$ cat src/rtl/cpu_types_pkg.sv
// Shared types for the cache/memory side of the CPU: word type, RAM
// handshake states and the memory arbiter FSM encoding.
package cpu_types_pkg;

  localparam int WORD_W = 32;

  typedef logic [WORD_W-1:0] word_t;

  // RAM model handshake state.
  typedef enum logic [1:0] {
    FREE   = 2'd0,
    BUSY   = 2'd1,
    ACCESS = 2'd2,
    ERROR  = 2'd3
  } ramstate_t;

  // Memory arbiter FSM.
  typedef enum logic {
    IDLE  = 1'b0,
    SERVE = 1'b1
  } arb_state_t;

  // Width of a core index; one bit even for a single core.
  function automatic int ptr_width(input int n);
    return (n > 1) ? $clog2(n) : 1;
  endfunction

endpackage

$ cat src/rtl/rr_arbiter.sv
// Combinational round-robin picker: the first requesting index at or after
// ptr, wrapping modulo CPUS, wins.
module rr_arbiter
  import cpu_types_pkg::*;
#(
  parameter int CPUS = 2,
  localparam int PTR_W = ptr_width(CPUS)
) (
  input  logic [CPUS-1:0]  req,
  input  logic [PTR_W-1:0] ptr,
  output logic             gnt_valid,
  output logic [PTR_W-1:0] gnt_idx
);

  // One extra bit so ptr + offset cannot overflow before the modulo fold.
  localparam logic [PTR_W:0] CPUS_W = (PTR_W + 1)'(CPUS);

  logic [PTR_W:0] cand;

  // Walk from the farthest candidate to the nearest so the nearest
  // requester (highest priority) is the last one written.
  always_comb begin
    gnt_valid = 1'b0;
    gnt_idx   = '0;
    cand      = '0;
    for (int i = CPUS - 1; i >= 0; i--) begin
      cand = {1'b0, ptr} + (PTR_W + 1)'(i);
      if (cand >= CPUS_W) begin
        cand = cand - CPUS_W;
      end
      if (req[cand[PTR_W-1:0]]) begin
        gnt_valid = 1'b1;
        gnt_idx   = cand[PTR_W-1:0];
      end
    end
  end

endmodule

$ cat src/rtl/memory_arbiter.sv
// Responder side of the cache/memory interface. Serializes icache and
// dcache requests from CPUS cores onto one single-port RAM.
//
// Handshake: a requester raises its REN/WEN with address (and store data)
// and holds them until its wait output is 0; wait is 0 for exactly the
// completion cycle, and load data is valid only in that cycle. Dropping the
// request before completion abandons it with no wait pulse.
module memory_arbiter
  import cpu_types_pkg::*;
#(
  parameter int CPUS = 2,
  localparam int PTR_W = ptr_width(CPUS)
) (
  input  logic                CLK,
  input  logic                nRST,
  // instruction side
  input  logic  [CPUS-1:0]    iREN,
  input  word_t [CPUS-1:0]    iaddr,
  output logic  [CPUS-1:0]    iwait,
  output word_t [CPUS-1:0]    iload,
  // data side
  input  logic  [CPUS-1:0]    dREN,
  input  logic  [CPUS-1:0]    dWEN,
  input  word_t [CPUS-1:0]    daddr,
  input  word_t [CPUS-1:0]    dstore,
  output logic  [CPUS-1:0]    dwait,
  output word_t [CPUS-1:0]    dload,
  // RAM side
  output logic                ramREN,
  output logic                ramWEN,
  output word_t               ramaddr,
  output word_t               ramstore,
  input  word_t               ramload,
  input  ramstate_t           ramstate,
  output logic                ram_err,
  // debug visibility of the FSM
  output arb_state_t          state_o,
  output logic  [PTR_W-1:0]   rr_ptr_o
);

  arb_state_t       state_q;
  logic [PTR_W-1:0] gnt_core_q;
  logic             gnt_isD_q;
  logic [PTR_W-1:0] rr_ptr_q;
  logic             ram_err_q;

  logic [CPUS-1:0]  d_req;
  logic [CPUS-1:0]  any_req;
  logic             arb_valid;
  logic [PTR_W-1:0] arb_idx;
  logic [PTR_W-1:0] rr_ptr_d;

  logic             src_active;
  logic             src_write;
  word_t            src_addr;
  logic             done;

  // A write wins over a read when both are raised by the same dcache.
  assign d_req   = dREN | dWEN;
  assign any_req = d_req | iREN;

  rr_arbiter #(.CPUS(CPUS)) u_rr (
    .req       (any_req),
    .ptr       (rr_ptr_q),
    .gnt_valid (arb_valid),
    .gnt_idx   (arb_idx)
  );

  // Live view of the granted source; it is followed every SERVE cycle so a
  // withdrawn request drops the strobes immediately.
  always_comb begin
    src_active = 1'b0;
    src_write  = 1'b0;
    src_addr   = '0;
    if (state_q == SERVE) begin
      if (gnt_isD_q) begin
        src_active = d_req[gnt_core_q];
        src_write  = dWEN[gnt_core_q];
        src_addr   = daddr[gnt_core_q];
      end else begin
        src_active = iREN[gnt_core_q];
        src_addr   = iaddr[gnt_core_q];
      end
    end
  end

  assign done = src_active && (ramstate == ACCESS);

  // RAM strobes, address and store data driven straight from the granted source.
  always_comb begin
    ramREN   = src_active & ~src_write;
    ramWEN   = src_active & src_write;
    ramaddr  = src_active ? src_addr : '0;
    ramstore = (src_active && src_write) ? dstore[gnt_core_q] : '0;
  end

  // Completion pulse and load routing for the granted source only.
  always_comb begin
    iwait = '1;
    dwait = '1;
    iload = '0;
    dload = '0;
    if (done) begin
      if (gnt_isD_q) begin
        dwait[gnt_core_q] = 1'b0;
        dload[gnt_core_q] = ramload;
      end else begin
        iwait[gnt_core_q] = 1'b0;
        iload[gnt_core_q] = ramload;
      end
    end
  end

  // Round-robin pointer moves just past the core that completed.
  assign rr_ptr_d = (gnt_core_q == PTR_W'(CPUS - 1)) ? '0 : gnt_core_q + PTR_W'(1);

  // Arbitration FSM: grant in IDLE, serve until ACCESS or withdrawal.
  always_ff @(posedge CLK or negedge nRST) begin
    if (!nRST) begin
      state_q    <= IDLE;
      gnt_core_q <= '0;
      gnt_isD_q  <= 1'b0;
      rr_ptr_q   <= '0;
      ram_err_q  <= 1'b0;
    end else begin
      case (state_q)
        IDLE: begin
          if (arb_valid) begin
            gnt_core_q <= arb_idx;
            gnt_isD_q  <= d_req[arb_idx];
            state_q    <= SERVE;
          end
        end
        SERVE: begin
          if (!src_active) begin
            state_q <= IDLE;
          end else if (ramstate == ACCESS) begin
            rr_ptr_q <= rr_ptr_d;
            state_q  <= IDLE;
          end else if (ramstate == ERROR) begin
            ram_err_q <= 1'b1;
          end
        end
        default: state_q <= IDLE;
      endcase
    end
  end

  assign ram_err  = ram_err_q;
  assign state_o  = state_q;
  assign rr_ptr_o = rr_ptr_q;

endmodule

$ cat config.mk
export PLATFORM = sky130hd
export DESIGN_NAME = memory_arbiter
export DESIGN_NICKNAME = d
export VERILOG_FILES = /design/src/rtl/cpu_types_pkg.sv /design/src/rtl/rr_arbiter.sv /design/src/rtl/memory_arbiter.sv
export SDC_FILE = /design/constraint.sdc
export NUM_CORES = 1
export LEC_CHECK = 0
export ABC_AREA = 1
export CORE_AREA = 2 2 168 170
export DETAILED_ROUTE_END_ITERATION = 8
export DIE_AREA = 0 0 170 172
export GPL_ROUTABILITY_DRIVEN = 0
export PLACE_DENSITY = 0.42
export RECOVER_POWER = 50
export SLEW_MARGIN = 20
export SYNTH_ARGS = -nofsm -noshare
export SYNTH_HDL_FRONTEND = slang
export SYNTH_HIERARCHICAL = 1
export SYNTH_SLANG_ARGS = --single-unit
$ cat constraint.sdc
create_clock -name CLK -period 3.1 [get_ports CLK]
set_input_delay 0.465 -clock CLK [delete_from_list [all_inputs] [get_ports CLK]]
set_output_delay 0.465 -clock CLK [all_outputs]
set_load 0.02 [all_outputs]
# == After elaboration in Yosys (flattened, before gate mapping) ==
# Cells that the tools add are included.
# Widths: inputs -> output; s select.
# word_totals
reg_bits,5
inputBits,234
output_inout_bits,201
word_cells,82
# op_classes
add_sub_neg,4
magnitude_cmp,7
eq_ne,2
n_mux,49
n_bitwise,9
n_reduce_logical,6
# op_table
operator,count
$mux 32,11
$mux 64,4
$and 64x64->64,1
$demux 32 s1,1
$mux 1,27
$lt 1x2->1 const B,4
$mux 2,4
$eq 2x2->1 const B,2
$or 2x2->2,2
$reduce_and 4->1,1
$logic_and 1x1->1,3
$not 1->1,3
$reduce_and 3->1,1
$add 1x1->2 const B,1
$and 1x1->1,2
$ge 1x2->1 const B,1
$ge 2x2->1 const B,1
$not 2->2,1
$pmux 1 s2,1
$reduce_and 2->1,1
$sub 1x1->1 const B,2
$add 1x1->1 const B,1
$demux 1 s1,1
$ge 1x1->1 const B,1

# == Logic depth before layout (Yosys ltp) ==
# depth
depth_word,9
mapped_depth,10
depth_no_buf,8

# == Cells and area by module ==
# Netlist, hierarchy kept.
# by_module_without_submodules
mod,n_inst,cells_per_inst,area_per_inst_um2
memory_arbiter,1,594,2879.0
rr_arbiter,1,4,18.8

# == Worst setup path after synthesis ==
# Ideal clock, no wire load.
# synth_timing
kind,flip-flop to output port
from,register gnt_core_q
to,output port ramstore[10]
t_arrival_ns,1.643
path_slack_ns,0.992
stages_incl_launch_ff,8
cell_sequence,dfrtp_1 buf_4 nor2_4 a22oi_1 nor2_2 inv_2 buf_2 nor2_1
# synth_between
elab_chain_cells,6
elab_cells_between_ends,14
cone_classes,13 x mux; 1 x reduce/logical
# synth_rtl
element,line_no,rtl
"start, declared",memory_arbiter.sv:42,logic [PTR_W-1:0] gnt_core_q;
"start signal, assigned",memory_arbiter.sv:129,gnt_core_q <= arb_idx;
$mux 1 (on tied branches) (2 in a row),"memory_arbiter.sv:81, memory_arbiter.sv:77, memory_arbiter.sv:78",
$mux 1,memory_arbiter.sv:76,if (gnt_isD_q) begin
$mux 1,memory_arbiter.sv:75,if (state_q == SERVE) begin
$logic_and 1x1->1,memory_arbiter.sv:94,ramstore = (src_active && src_write) ? dstore[gnt_core_q] : '0;
$mux 32 (*),memory_arbiter.sv:94,
"end, declared",memory_arbiter.sv:32,"output word_t ramstore,"
# Every way passes the cells marked *; elsewhere a longest branch is shown, timed or not. The select of a mux whose other input is x is not followed.

==> metrics.yaml <==
grt:
  grt_pass1_wl_um: 32220
  gr-total-overflow: 0
  grt_pass1_vias: 5627
  antenna_found_initial: 0
  grt_max_degree: 46
  grtUsageTotal: 0.1422
route:
  vias_per_cell: 4.086
  drt-initial-drc-count: 195
  drc: 0
  wl_per_cell_um: 16.58
  drt_first_pass_iters: 4
  vias: 5528
  highest-signal-layer: "met4"
  drt-met1-wl_um: 8625
  wl_met2_um: 11320
  ant_nets: 0
  wl_met3_um: 1926
  drt_wl_total_um: 22430
yosys:
  synthArstFlopShare: 1.000
  synth_top_area_frac: 0.2409
  syn_inst: 598
  synth_area_sq_um: 2898
  synth_seq_cells: 5
  synth_common_cells: "nor2_1, nand2_1, nand3_1"
  synth_ff_type: "dfrtp_1"
  avgSynthCellArea_sq_um: 4.846
  yosysSeqAreaShare: 0.04318
  synth.distinct_cells: 26
  yosysWarnings: 6
  ys_top_cells_by_area: "nor2_1, nand3_1, nand2_1, a21oi_1, mux2i_1"
  syn_nets: 832
  yosysMostFrequentCell: "nor2_1"
  synth_area_leader_cell: "nor2_1"
  synth_edf_count: 0
flow_run:
  max_cap_viol_count: 0
timing:
  tns_ps: 0
  rsz0062_at_grt: "false"
  fin_skew_ps: 1.249
  setup_viol: 0
  clock.fmax_ghz: 0.3384
  tightest_slew_ps: 598.0
  timing.slew.headroom: 0.6013
  drv_slew: 0
  hold_ws_ps: 461.9
  timing.final.crit_period_ps: 2955
  finalHoldViolCount: 0
  fin_crit_sh: 0.9534
worst_setup_path:
  max_stage_delay_ps: 710
  crit_top_cell: "nor2_1"
  crit_path_top_delay_cell: "dlygate4sd3_1"
  endpoint_kind: "primary output"
  critPathKind: "reg2out"
  critPathLaunchType: "flip-flop"
  critPathArrivalTime_ps: 2490
  critical_path_peak_fanout: 33
  cp.required_ps: 2630
  path_cells: "inv_2 -> nand2_1 -> nor2_1 -> nor2_1 -> nand2_2 -> nand4_2 -> buf_12 -> nor2_1 -> dlygate4sd3_1"
final_layout:
  fillerInstances: 3063
  nets: 1242
  multi_input_area_sq_um: 2320
  syn2layout_area_growth_pct: 165.9
  diodes: 0
  regArea_sq_um: 130.1
  drive_gt1_frac: 0.03972
floorplan:
  initial_core_util: 0.1055
  die_area_sq_um: 29240
  coreArea_sq_um: 27480
  fp.dieH_um: 172
  die_w_um: 170
  ios: 435
  rows: 61
cts:
  cts_buffers: 3
  clkLatencyLatePin_ps: 230
  cts_tree: "built"
  clock_sinks: 5
  h-tree-depth: 1
  clk_pin_slew_ps: 30
  clock_path_buffers: 2
  holdBufCountCts: 0
  ctsRootBufferMaster: "clkbuf_16"
placement:
  dpl.hpwl_um: 17700
  portBuffers: 434
outcome:
  outcome: "complete, no violations"
hold_path:
  hp-class: "reg2reg"
power_and_ir_drop:
  p_seq_frac: 0.039
  p_per_area_nw_per_um2: 537.9
  p_int_mw: 1.759
  switching_power_mw: 2.385
  clkPwrFrac: 0.051
  switching_share: 0.5755
  peakVddDrop_v: 0.0002538
  p_comb_frac: 0.910
  leakage_nw: 3.210
  p_total_mw: 4.145
[worst max-delay path: cells and delay by family (launching register included)]
kind          cells  cell delay (ps)
buf+inv           3             1070
flops             1              510
simple gates      6              670
[layout make-up]
type,instances,area share
well taps,346,0.05618
repair buffers,458,0.5908
multi-input cells,489,0.3010
flip-flops and latches,5,0.01689
inverters,51,0.02484
clock buffers,4,0.01023
[final timing paths]
| kind | from | to | slack (ps) | cells past startpoint |
|---|---|---|---|---|
| max in group asynchronous | nRST | gnt_core_q$_DFFE_PN0P_ | 2300 | 1 |
| worst max register to register | gnt_core_q$_DFFE_PN0P_ | rr_ptr_o$_DFFE_PN0P_ | 1540 | 5 |
| worst max-delay path | gnt_core_q$_DFFE_PN0P_ | dload[58] | 140 | 9 |
| worst min register to register | ram_err$_DFFE_PN0P_ | ram_err$_DFFE_PN0P_ | 460 | 1 |
| min in group asynchronous | nRST | rr_ptr_o$_DFFE_PN0P_ | 550 | 1 |
| worst min-delay path | ram_err$_DFFE_PN0P_ | ram_err$_DFFE_PN0P_ | 460 | 1 |
[sequential cells by signal (all words and copies together) (netlist names)]
register	count
rr_ptr_o	1
gnt_core_q	1
gnt_isD_q	1
state_o	1
ram_err	1
[placed cells by master (no fill, tap or decap), types with 6 or more instances in the layout]
master             n
inv_1             46
clkdlybuf4s50_1  360
buf_12             6
buf_4             15
dlygate4sd3_1     66
mux2i_1           32
nand3_1           81
a21oi_1           70
clkbuf_1          10
nor2_1           186
nand2_1           98
a211oi_1           6
[power by group through the flow]
stage | clock (mW) | combinational (mW) | sequential, mW
final | 0.213 | 3.77 | 0.160
after global routing | 0.221 | 4.12 | 0.172
after CTS | 0.216 | 3.97 | 0.160
after detailed placement | 0 | 3.96 | 0.160
after global placement | 0 | 4.01 | 0.162
after floorplan | 0 | 2.12 | 0.139
[repair_timing]
item	CTS	global route
resized for setup	0	11
setup endpoints to repair	0	49
endpoints found under the hold margin	0	0
setup buffers	0	0
[stage by stage]
step / cells / instance area (sq um) / setup slack, ps / utilization
after floorplan: 598 / 2898 / 991.9 / -
after global placement: 1349 / 7674 / 91.01 / 0.2793
after detailed placement: 1349 / 7674 / 92.31 / 0.2793
after CTS: 1353 / 7752 / 64.85 / 0.2821
after global routing: 1353 / 7706 / 5.223 / 0.2805
final: 1353 / 7706 / 144.6 / 0.2805
[cell families (layout without fill, tap and decap cells)]
group | count (synthesis) | after routing | share of synthesized area
and+or+nand+nor | 376 | 376 | 0.5371
buffers and inverters | 104 | 513 | 0.1623
AOI/OAI and AO/OA | 81 | 81 | 0.1468
muxes | 32 | 32 | 0.1105
DFF | 5 | 5 | 0.04318
[per-layer routing]
layer | vias up | global-route usage
met4 | 0 | 0.04125
met1 | 2474 | 0.1517
met5 | - | 0
li1 | 2732 | -
met2 | 294 | 0.2783
met3 | 28 | 0.03204
Power figures use the tool's default switching activity.
